==> src/rtl/solver_sequencer_pkg.sv <==
// solver_seq_pkg: shared state encoding and counter widths for the solver sequencer
package solver_seq_pkg;
  localparam int STATE_W = 3;
  localparam int ITER_W = 8;
  typedef enum logic [STATE_W-1:0] {IDLE, LOAD, SETTLE, CONVERT, CHECK, STEP, FINISH} state_t;
endpackage

==> src/rtl/solver_sequencer_if.sv <==
// solver_sequencer_if: solver, DAC and ADC handshake bundle for the solver sequencer
interface solver_sequencer_if
  import solver_seq_pkg::*;
#(
  parameter int BUS_WIDTH = 10
);
  logic start;
  logic abort;
  logic [BUS_WIDTH-1:0] q_desired;
  logic [BUS_WIDTH-1:0] solver_i_ref;
  logic solver_step;
  logic [BUS_WIDTH-1:0] dac_code;
  logic adc_start;
  logic adc_done;
  logic [BUS_WIDTH-1:0] adc_data;
  logic [BUS_WIDTH-1:0] q_measured;
  logic busy;
  logic done;
  logic converged;
  logic timeout;
  logic [ITER_W-1:0] iter_count;
  modport slave (
    input start, abort, q_desired, solver_i_ref, adc_done, adc_data,
    output solver_step, dac_code, adc_start, q_measured, busy, done, converged, timeout, iter_count
  );
  modport master (
    output start, abort, q_desired, solver_i_ref, adc_done, adc_data,
    input solver_step, dac_code, adc_start, q_measured, busy, done, converged, timeout, iter_count
  );
endinterface

==> src/rtl/solver_sequencer_tol_compare.sv <==
// tol_compare: unwrapped absolute difference of two codes checked against a tolerance
module tol_compare #(
  parameter int W = 10
) (
  input logic [W-1:0] a,
  input logic [W-1:0] b,
  input logic [W:0] tol,
  output logic within_tol
);
  logic signed [W:0] diff;
  logic [W:0] mag;
  assign diff = $signed({1'b0, a}) - $signed({1'b0, b});
  assign mag = diff[W] ? -diff : diff;
  assign within_tol = mag < tol;
endmodule

==> src/rtl/solver_sequencer.sv <==
// solver_sequencer: DAC/settle/ADC/check solve loop; SOLVER_SEQ_WATCHDOG_EN adds an ADC watchdog
module solver_sequencer
  import solver_seq_pkg::*;
#(
  parameter int BUS_WIDTH = 10,
  parameter int TOL = 30,
  parameter int SETTLE_CYCLES = 16,
  parameter int MAX_ITER = 32,
  parameter int ADC_TIMEOUT = 64
) (
  input logic clk,
  input logic rst,
  solver_sequencer_if.slave bus
);
  localparam int CNT_MAX = SETTLE_CYCLES > ADC_TIMEOUT ? SETTLE_CYCLES : ADC_TIMEOUT;
  localparam int CW = $clog2(CNT_MAX + 1);
  state_t state_q, state_d;
  logic [BUS_WIDTH-1:0] dac_q, dac_d, meas_q, meas_d;
  logic [ITER_W-1:0] iter_q, iter_d, iter_inc;
  logic [CW-1:0] cnt_q, cnt_d;
  logic conv_q, conv_d, tmo_q, tmo_d, in_conv_q, adc_ok, within_tol;
  tol_compare #(.W(BUS_WIDTH)) u_tol (
    .a(meas_q),
    .b(bus.q_desired),
    .tol((BUS_WIDTH + 1)'(TOL)),
    .within_tol(within_tol)
  );
  assign iter_inc = &iter_q ? iter_q : iter_q + 1'b1;
  assign adc_ok = state_q == CONVERT && in_conv_q && bus.adc_done;
  always_comb begin
    state_d = state_q;
    dac_d = dac_q;
    meas_d = meas_q;
    iter_d = iter_q;
    cnt_d = cnt_q;
    conv_d = conv_q;
    tmo_d = tmo_q;
    case (state_q)
      IDLE: if (bus.start && !bus.abort) begin
        state_d = LOAD;
        iter_d = '0;
        conv_d = 1'b0;
        tmo_d = 1'b0;
      end
      LOAD: begin
        dac_d = bus.solver_i_ref;
        cnt_d = '0;
        state_d = SETTLE;
      end
      SETTLE: begin
        cnt_d = cnt_q + 1'b1;
        if (cnt_q == CW'(SETTLE_CYCLES - 1)) begin
          cnt_d = '0;
          state_d = CONVERT;
        end
      end
      CONVERT: begin
        if (adc_ok) begin
          meas_d = bus.adc_data;
          state_d = CHECK;
        end
`ifdef SOLVER_SEQ_WATCHDOG_EN
        else if (cnt_q == CW'(ADC_TIMEOUT - 1)) begin
          tmo_d = 1'b1;
          state_d = FINISH;
        end
        cnt_d = cnt_q + 1'b1;
`endif
      end
      CHECK: begin
        state_d = within_tol ? FINISH : iter_q == ITER_W'(MAX_ITER - 1) ? FINISH : STEP;
        conv_d = within_tol;
        tmo_d = !within_tol && iter_q == ITER_W'(MAX_ITER - 1);
      end
      STEP: begin
        iter_d = iter_inc;
        state_d = LOAD;
      end
      FINISH: begin
        iter_d = iter_inc;
        state_d = IDLE;
      end
      default: state_d = IDLE;
    endcase
    if (bus.abort && state_q != IDLE) begin
      state_d = IDLE;
      dac_d = dac_q;
      meas_d = meas_q;
      iter_d = iter_q;
      conv_d = conv_q;
      tmo_d = tmo_q;
    end
  end
  always_ff @(posedge clk) begin
    if (rst) begin
      state_q <= IDLE;
      dac_q <= '0;
      meas_q <= '0;
      iter_q <= '0;
      cnt_q <= '0;
      conv_q <= 1'b0;
      tmo_q <= 1'b0;
      in_conv_q <= 1'b0;
    end else begin
      state_q <= state_d;
      dac_q <= dac_d;
      meas_q <= meas_d;
      iter_q <= iter_d;
      cnt_q <= cnt_d;
      conv_q <= conv_d;
      tmo_q <= tmo_d;
      in_conv_q <= state_q == CONVERT;
    end
  end
  assign bus.solver_step = state_q == STEP;
  assign bus.adc_start = state_q == CONVERT && !in_conv_q;
  assign bus.done = state_q == FINISH;
  assign bus.busy = state_q != IDLE;
  assign bus.dac_code = dac_q;
  assign bus.q_measured = meas_q;
  assign bus.converged = conv_q;
  assign bus.timeout = tmo_q;
  assign bus.iter_count = iter_q;
endmodule

==> src/flat_wrapper.sv <==
// flat-port wrapper written by rule: the top's interface ports become plain ports
module solver_sequencer_flat import solver_seq_pkg::*;
#(
  parameter int BUS_WIDTH = 10,
  parameter int TOL = 30,
  parameter int SETTLE_CYCLES = 16,
  parameter int MAX_ITER = 32,
  parameter int ADC_TIMEOUT = 64
)
  (clk, rst, bus_start, bus_abort, bus_q_desired, bus_solver_i_ref, bus_adc_done, bus_adc_data, bus_solver_step, bus_dac_code, bus_adc_start, bus_q_measured, bus_busy, bus_done, bus_converged, bus_timeout, bus_iter_count);
  solver_sequencer_if #(.BUS_WIDTH(BUS_WIDTH)) bus_i ();
  input logic clk;
  input logic rst;
  input wire logic [$bits(bus_i.start)-1:0] bus_start;
  input wire logic [$bits(bus_i.abort)-1:0] bus_abort;
  input wire logic [$bits(bus_i.q_desired)-1:0] bus_q_desired;
  input wire logic [$bits(bus_i.solver_i_ref)-1:0] bus_solver_i_ref;
  input wire logic [$bits(bus_i.adc_done)-1:0] bus_adc_done;
  input wire logic [$bits(bus_i.adc_data)-1:0] bus_adc_data;
  output wire logic [$bits(bus_i.solver_step)-1:0] bus_solver_step;
  output wire logic [$bits(bus_i.dac_code)-1:0] bus_dac_code;
  output wire logic [$bits(bus_i.adc_start)-1:0] bus_adc_start;
  output wire logic [$bits(bus_i.q_measured)-1:0] bus_q_measured;
  output wire logic [$bits(bus_i.busy)-1:0] bus_busy;
  output wire logic [$bits(bus_i.done)-1:0] bus_done;
  output wire logic [$bits(bus_i.converged)-1:0] bus_converged;
  output wire logic [$bits(bus_i.timeout)-1:0] bus_timeout;
  output wire logic [$bits(bus_i.iter_count)-1:0] bus_iter_count;
  assign bus_i.start = bus_start;
  assign bus_i.abort = bus_abort;
  assign bus_i.q_desired = bus_q_desired;
  assign bus_i.solver_i_ref = bus_solver_i_ref;
  assign bus_i.adc_done = bus_adc_done;
  assign bus_i.adc_data = bus_adc_data;
  assign bus_solver_step = bus_i.solver_step;
  assign bus_dac_code = bus_i.dac_code;
  assign bus_adc_start = bus_i.adc_start;
  assign bus_q_measured = bus_i.q_measured;
  assign bus_busy = bus_i.busy;
  assign bus_done = bus_i.done;
  assign bus_converged = bus_i.converged;
  assign bus_timeout = bus_i.timeout;
  assign bus_iter_count = bus_i.iter_count;
  solver_sequencer #(.BUS_WIDTH(BUS_WIDTH), .TOL(TOL), .SETTLE_CYCLES(SETTLE_CYCLES), .MAX_ITER(MAX_ITER), .ADC_TIMEOUT(ADC_TIMEOUT)) u_core (.clk(clk), .rst(rst), .bus(bus_i));
endmodule
==> config.mk <==
export PLATFORM = sky130hd
export DESIGN_NAME = solver_sequencer_flat
export DESIGN_NICKNAME = d
export VERILOG_FILES = /design/src/rtl/solver_sequencer_pkg.sv /design/src/rtl/solver_sequencer_if.sv /design/src/rtl/solver_sequencer_tol_compare.sv /design/src/rtl/solver_sequencer.sv /design/src/flat_wrapper.sv
export SDC_FILE = /design/constraint.sdc
export NUM_CORES = 1
export LEC_CHECK = 0
export ABC_AREA = 1
export BUFFER_PORTS_ARGS = -buffer_cell sky130_fd_sc_hd__buf_2
export CAP_MARGIN = 20
export CORE_UTILIZATION = 30
export CTS_BUF_LIST = sky130_fd_sc_hd__clkbuf_4 sky130_fd_sc_hd__clkbuf_8
export DETAILED_ROUTE_END_ITERATION = 8
export GPL_ROUTABILITY_DRIVEN = 0
export PLACE_DENSITY_LB_ADDON = 0.3
export SLEW_MARGIN = 5
export SYNTH_ARGS = -nofsm -noshare
export SYNTH_HDL_FRONTEND = slang
export SYNTH_SLANG_ARGS = --single-unit
==> constraint.sdc <==
create_clock -name clk -period 3.2 [get_ports clk]
set_input_delay 0.16 -clock clk [delete_from_list [all_inputs] [get_ports clk]]
set_output_delay 0.16 -clock clk [all_outputs]
set_load 0.01 [all_outputs]
### Word level (Yosys, flattened, before mapping)

Index checks and enable logic that the tools add are counted.

| storage, ports and cells | value |
|---|---|
| bits in registers | 41 |
| logic and storage cells | 63 |
| input port bits | 35 |

| cells by class | value |
|---|---|
| magnitude comparators | 1 |
| muxes and demuxes | 15 |
| reductions and logical operators | 22 |
| equal/unequal tests | 12 |
| bitwise gates (word level) | 1 |
| add/subtract/negate cells | 4 |

Operators by type and width:

| kind | count |
|---|---|
| 3-bit case mux with 6 select lines | 1 |
| 8-bit 2-to-1 mux | 2 |
| 8-bit case mux with 2 select lines | 1 |
| 7-bit case mux with 2 select lines | 1 |
| 3-bit 2-to-1 mux | 4 |
| 11-bit by 5-bit less-than comparator with 1-bit output, second input constant | 1 |
| 11-bit 2-to-1 mux | 1 |
| 11-bit negator | 1 |
| 10-bit by 10-bit subtractor with 11-bit output | 1 |
| 3-bit equality test, second input constant | 3 |
| 3-bit AND reduction | 3 |
| 8-bit by 1-bit adder with 8-bit output, second input constant | 1 |
| 8-bit by 5-bit equality test with 1-bit output, second input constant | 1 |
| 8-bit AND reduction | 1 |
| 7-bit by 1-bit adder with 7-bit output, second input constant | 1 |
| 7-bit by 4-bit equality test with 1-bit output, second input constant | 1 |
| 7-bit 2-to-1 mux | 1 |
| 3-bit by 2-bit equality test with 1-bit output, second input constant | 2 |
| 1-bit logical AND | 6 |
| 2-bit by 1-bit inequality test with 1-bit output, second input constant | 3 |
| 2-bit nonzero test | 3 |
| 1-bit case mux with 2 select lines | 2 |
| 4-bit AND reduction | 1 |
| 2-bit OR reduction | 2 |
| 9 further kinds | 11 |

### Longest topological paths before layout

| logic depth | value |
|---|---|
| depth after elaboration | 7 |
| gate-level depth with buffers | 22 |
| depth with buffers taken out | 22 |

### Cells and area by module

A second synthesis with hierarchy kept.

| second synthesis, totals | value |
|---|---|
| cells, all modules | 513 |
| area, all modules | 3165.5 um^2 |

Modules (own cells, without submodules):

| module | area an instance (um^2) | times used | cells an instance |
|---|---|---|---|
| solver_sequencer | 2016.9 | 1 | 298 |
| tol_compare | 1148.6 | 1 | 215 |

### Least setup slack after synthesis

Ideal clock, no wire load.

| timing path | value |
|---|---|
| path type | register -> register |
| start point | register u_core.meas_q[0] (netlist: u_core.bus.q_measured[0]) |
| end point | register u_core.state_q[0] |
| library setup time | 115 ps |
| arrival time | 2333 ps |
| setup slack | 751 ps |
| path buffers | 0 |
| data required time | 3085 ps |
| stages on the path, launching flop included | 20 |
| path through | dfxtp_1 > inv_1 > ha_1 > inv_1 > fa_1 > inv_1 > ha_1 > nand2_1 > inv_2 > nand3_2 > nor2_2 > nand2_1 > nand3b_1 > nand3_1 > nor2_1 > nand2_1 > nand3_1 > nand2_1 > a21oi_1 > nor2_1 |

| between the ends | value |
|---|---|
| word-level cells in the longest chain between the ends | 6 |

Ends and longest elaborated chain:

| what | RTL line | text |
|---|---|---|
| start, declared | solver_sequencer.sv:18 | `logic [BUS_WIDTH-1:0] dac_q, dac_d, meas_q, meas_d;` |
| start signal, assigned | solver_sequencer.sv:107 | `meas_q <= meas_d;` |
| 10-bit by 10-bit subtractor with 11-bit output (*) | solver_sequencer_tol_compare.sv:12 | `assign diff = $signed({1'b0, a}) - $signed({1'b0, b});` |
| 11-bit negator | solver_sequencer_tol_compare.sv:13 | `assign mag = diff[W] ? -diff : diff;` |
| 11-bit 2-to-1 mux (*) | solver_sequencer_tol_compare.sv:13 |  |
| 11-bit by 5-bit less-than comparator with 1-bit output (*) | solver_sequencer_tol_compare.sv:14 | `assign within_tol = mag < tol;` |
| 3-bit 2-to-1 mux (*) | solver_sequencer.sv:71 | `state_d = within_tol ? FINISH : iter_q == ITER_W'(MAX_ITER - 1) ? FINISH : STEP;` |
| 3-bit case mux with 6 select lines (*) | solver_sequencer.sv:38 | `case (state_q)` |
| end signal, assigned | solver_sequencer.sv:105 | `state_q <= state_d;` |
| end, declared | solver_sequencer.sv:17 | `state_t state_q, state_d;` |

Every way passes the cells marked *; elsewhere a longest branch is shown, timed or not.
A chain may end at the register's enable or synchronous reset.

### Worst setup path after layout

| timing path | value |
|---|---|
| start point | register u_core.meas_q[0] (netlist: u_core.bus.q_measured[0]) |
| end point | register u_core.state_q[1] |

The elaborated chain is that of the path after synthesis.

==> impl_metrics.py <==
metrics = {
    "status": {
        "outcome": "complete, no violations",
    },
    "min_path": {
        "hold_path_end": "u_core.bus.dac_code[3]$_SDFFE_PP0P_",
        "worstHoldStart": "bus_solver_i_ref[3]",
        "hold_path_class": "in2reg",
        "whs_path_depth": 3,
    },
    "timing": {
        "worst_slack_ps": 593.5,
        "tightest_slew_ps": 587.5,
        "whs_ps": 71.56,
        "drv_slew": 0,
        "layout_worst_path_cycle_share": 0.8145,
        "skew_ps": 9.037,
        "rsz0062_at_grt": "no",
        "relSlewSlack": 0.6079,
        "setup_viol": 0,
        "fmax_mhz": 383.7,
        "tns_ps": 0,
        "hold_viol_final": 0,
        "period_minus_slack_ps": 2607,
    },
    "clock_network": {
        "cts_tree": "done",
        "clock-sinks": 41,
        "ctsResizeCount": 0,
        "cts_max_level": 2,
        "ctsHoldBuffers": 0,
        "cts_max_path_buffers": 2,
        "cts-root-buf": "clkbuf_8",
        "clk_latency_ps": 300,
        "post_cts_buffers": 0,
        "clk_pin_slew_ps": 90,
        "numCtsBuffers": 5,
    },
    "global_routing": {
        "grt_use_total": 0.1561,
        "met1_usage": 0.2087,
        "antenna_found_initial": 0,
        "grt_start_max_net_pins": 24,
        "met3_usage": 0.03081,
        "grtUsageMet2": 0.2512,
        "grt_pass1_vias": 2540,
        "grt-ovfl-total": 0,
        "grt_pass1_wl_um": 11360,
        "grt_busiest_layer": "met2",
    },
    "job": {
        "drv_cap": 0,
    },
    "place": {
        "pre_cts_ws_ps": 607.2,
        "dp_hpwl_um": 5388,
        "portBuffers": 68,
    },
    "final_layout": {
        "num_antenna_cells": 0,
        "final_nets": 539,
        "layout_common_cells": "103 x nand2_1, 75 x nor2_1, 68 x buf_2, 52 x inv_1, 41 x dfxtp_1",
        "drive_gt1_frac": 0.2159,
        "syn_to_final_growth_pct": 20.93,
        "final_common_cell": "nand2_1",
    },
    "worst_setup_path": {
        "rrSetupSlack_ps": 590,
        "critPathRequiredTime_ps": 3440,
        "endpoint_kind": "flip-flop",
        "cp-start-kind": "flip-flop",
        "worst_r2r_endpoint": "u_core.state_q[1]$_SDFFE_PP0P_",
        "cp_max_fo": 3,
        "cp.arrival_ps": 2850,
        "path_class": "reg2reg",
        "r2r_cells": 20,
        "r2r-start": "u_core.bus.q_measured[0]$_SDFFE_PP0P_",
    },
    "power": {
        "ir_worst_vdd_v": 0.0002975,
        "leakage_uw": 0.001665,
        "p_per_area_mw_per_mm2": 477.9,
    },
    "synthesis": {
        "synth_top_area_share": 0.3086,
        "syn_inst": 421,
        "synth.avg_cell_area_um2": 6.318,
        "yosys_warnings": 0,
        "ys_ff_latch": 41,
        "synth_top_flop_cell": "dfxtp_1",
        "ys_types": 34,
        "synth-edff-count": 0,
        "synth_top_area_cell": "dfxtp_1",
        "synth_nets": 470,
        "synthArstFlopShare": 0,
        "yosysSeqAreaShare": 0.3086,
        "ys_top_cells_by_area": "dfxtp_1 31%, nand2_1 15%, nor2_1 11%",
        "synth.cell_area_mm2": 0.002660,
    },
    "detailed_routing": {
        "drt.antenna.violating_nets": 0,
        "wire_per_inst_um": 11.20,
        "vias_per_cell": 4.626,
        "drc": 0,
        "routed_wl_um": 6675,
        "dr.pass1.iters": 5,
        "drt_iter0_drc": 118,
        "via_count": 2757,
    },
    "floorplan": {
        "die_area_mm2": 0.009248,
        "die_y_um": 96.17,
        "io_pins": 69,
        "coreArea_mm2": 0.008382,
        "die_x_um": 96.17,
        "start_util": 0.3174,
        "num_rows": 33,
    },
}
## registers in the layout (all words and copies together) (netlist names)
register               count
u_core.state_q             3
u_core.bus.iter_count      8
u_core.cnt_q               7
u_core.bus.dac_code       10
u_core.in_conv_q           1
u_core.bus.converged       1
u_core.bus.q_measured     10
u_core.bus.timeout         1
## Yosys cell counts, types with 2 or more instances
cell type	n
nand3_2	4
o21ai_0	25
nand3_1	23
nand3b_1	4
inv_2	7
nor2_1	75
nor3_1	7
a21oi_1	22
nand2_2	4
nand2_1	103
a211oi_1	4
a21oi_2	4
dfxtp_1	41
nand4_1	5
ha_1	13
inv_1	52
clkinv_1	2
nor2_2	5
clkbuf_1	5
nor4_1	2
## per-stage QoR
step                std cells    util  cell area, µm²  total power [µW]
floorplan                 421       -            2660             958.6
global placement          588  0.3701            3102              1101
detailed placement        588  0.3701            3102              1109
CTS                       596  0.3838            3217              1556
global route              596  0.3838            3217              1659
finish                    596  0.3838            3217              1537
## cell families after synthesis
family	Yosys count	synth area share
adders and majority gates	14	0.06868
AOI/OAI and AO/OA	59	0.1270
and+or+nand+nor	237	0.3890
xor gates and xnor gates	2	0.006586
buffers and inverters	68	0.1002
DFF	41	0.3086
## worst max-delay path, cell delays in order (launching register included)
cell and delay, ps:
dfxtp_1 330, inv_1 50, ha_1 180, inv_1 120, fa_1 430, inv_1 100, ha_1 170, nand2_1 80
inv_2 60, nand3_2 90, nor2_2 110, nand2_1 70, nand3b_1 90, nand3_1 70, nor2_1 140, nand2_1 100
nand2_1 60, nand2_1 40, nand2_1 60, nand2_1 60, a21oi_2 110
## final cells by class
type,instances,area [µm²]
fill,927,5165
sequential,41,820.8
timing repair buffer,69,347.8
clock inverter,3,46.29
clock buffer,5,68.82
multi-input combinational,312,1573
tap,105,131.4
inverter,61,229.0
## how the worst max path moves through the flow
stage,start,end,depth (start not counted)
after floorplan,u_core.bus.q_measured[0]$_SDFFE_PP0P_,u_core.state_q[0]$_SDFFE_PP0P_,19
after global placement,u_core.bus.q_measured[0]$_SDFFE_PP0P_,u_core.state_q[1]$_SDFFE_PP0P_,20
after global routing,u_core.bus.q_measured[0]$_SDFFE_PP0P_,u_core.state_q[0]$_SDFFE_PP0P_,19
after detailed placement,u_core.bus.q_measured[0]$_SDFFE_PP0P_,u_core.state_q[1]$_SDFFE_PP0P_,20
after CTS,u_core.bus.q_measured[0]$_SDFFE_PP0P_,u_core.state_q[1]$_SDFFE_PP0P_,20
final,u_core.bus.q_measured[0]$_SDFFE_PP0P_,u_core.state_q[1]$_SDFFE_PP0P_,20
## metal layers
layer	vias to the layer above	wire length, µm
li1	1477	-
met1	1217	3263
met2	52	2990
met3	11	317
met4	0	103
met5	-	0
## report_power, final
group          internal (µW)  switching, µW  total, µW
Clock                    234            202        435
Combinational            170            339        509
Sequential               558           35.0        593
(Power assumes the default switching activity.)
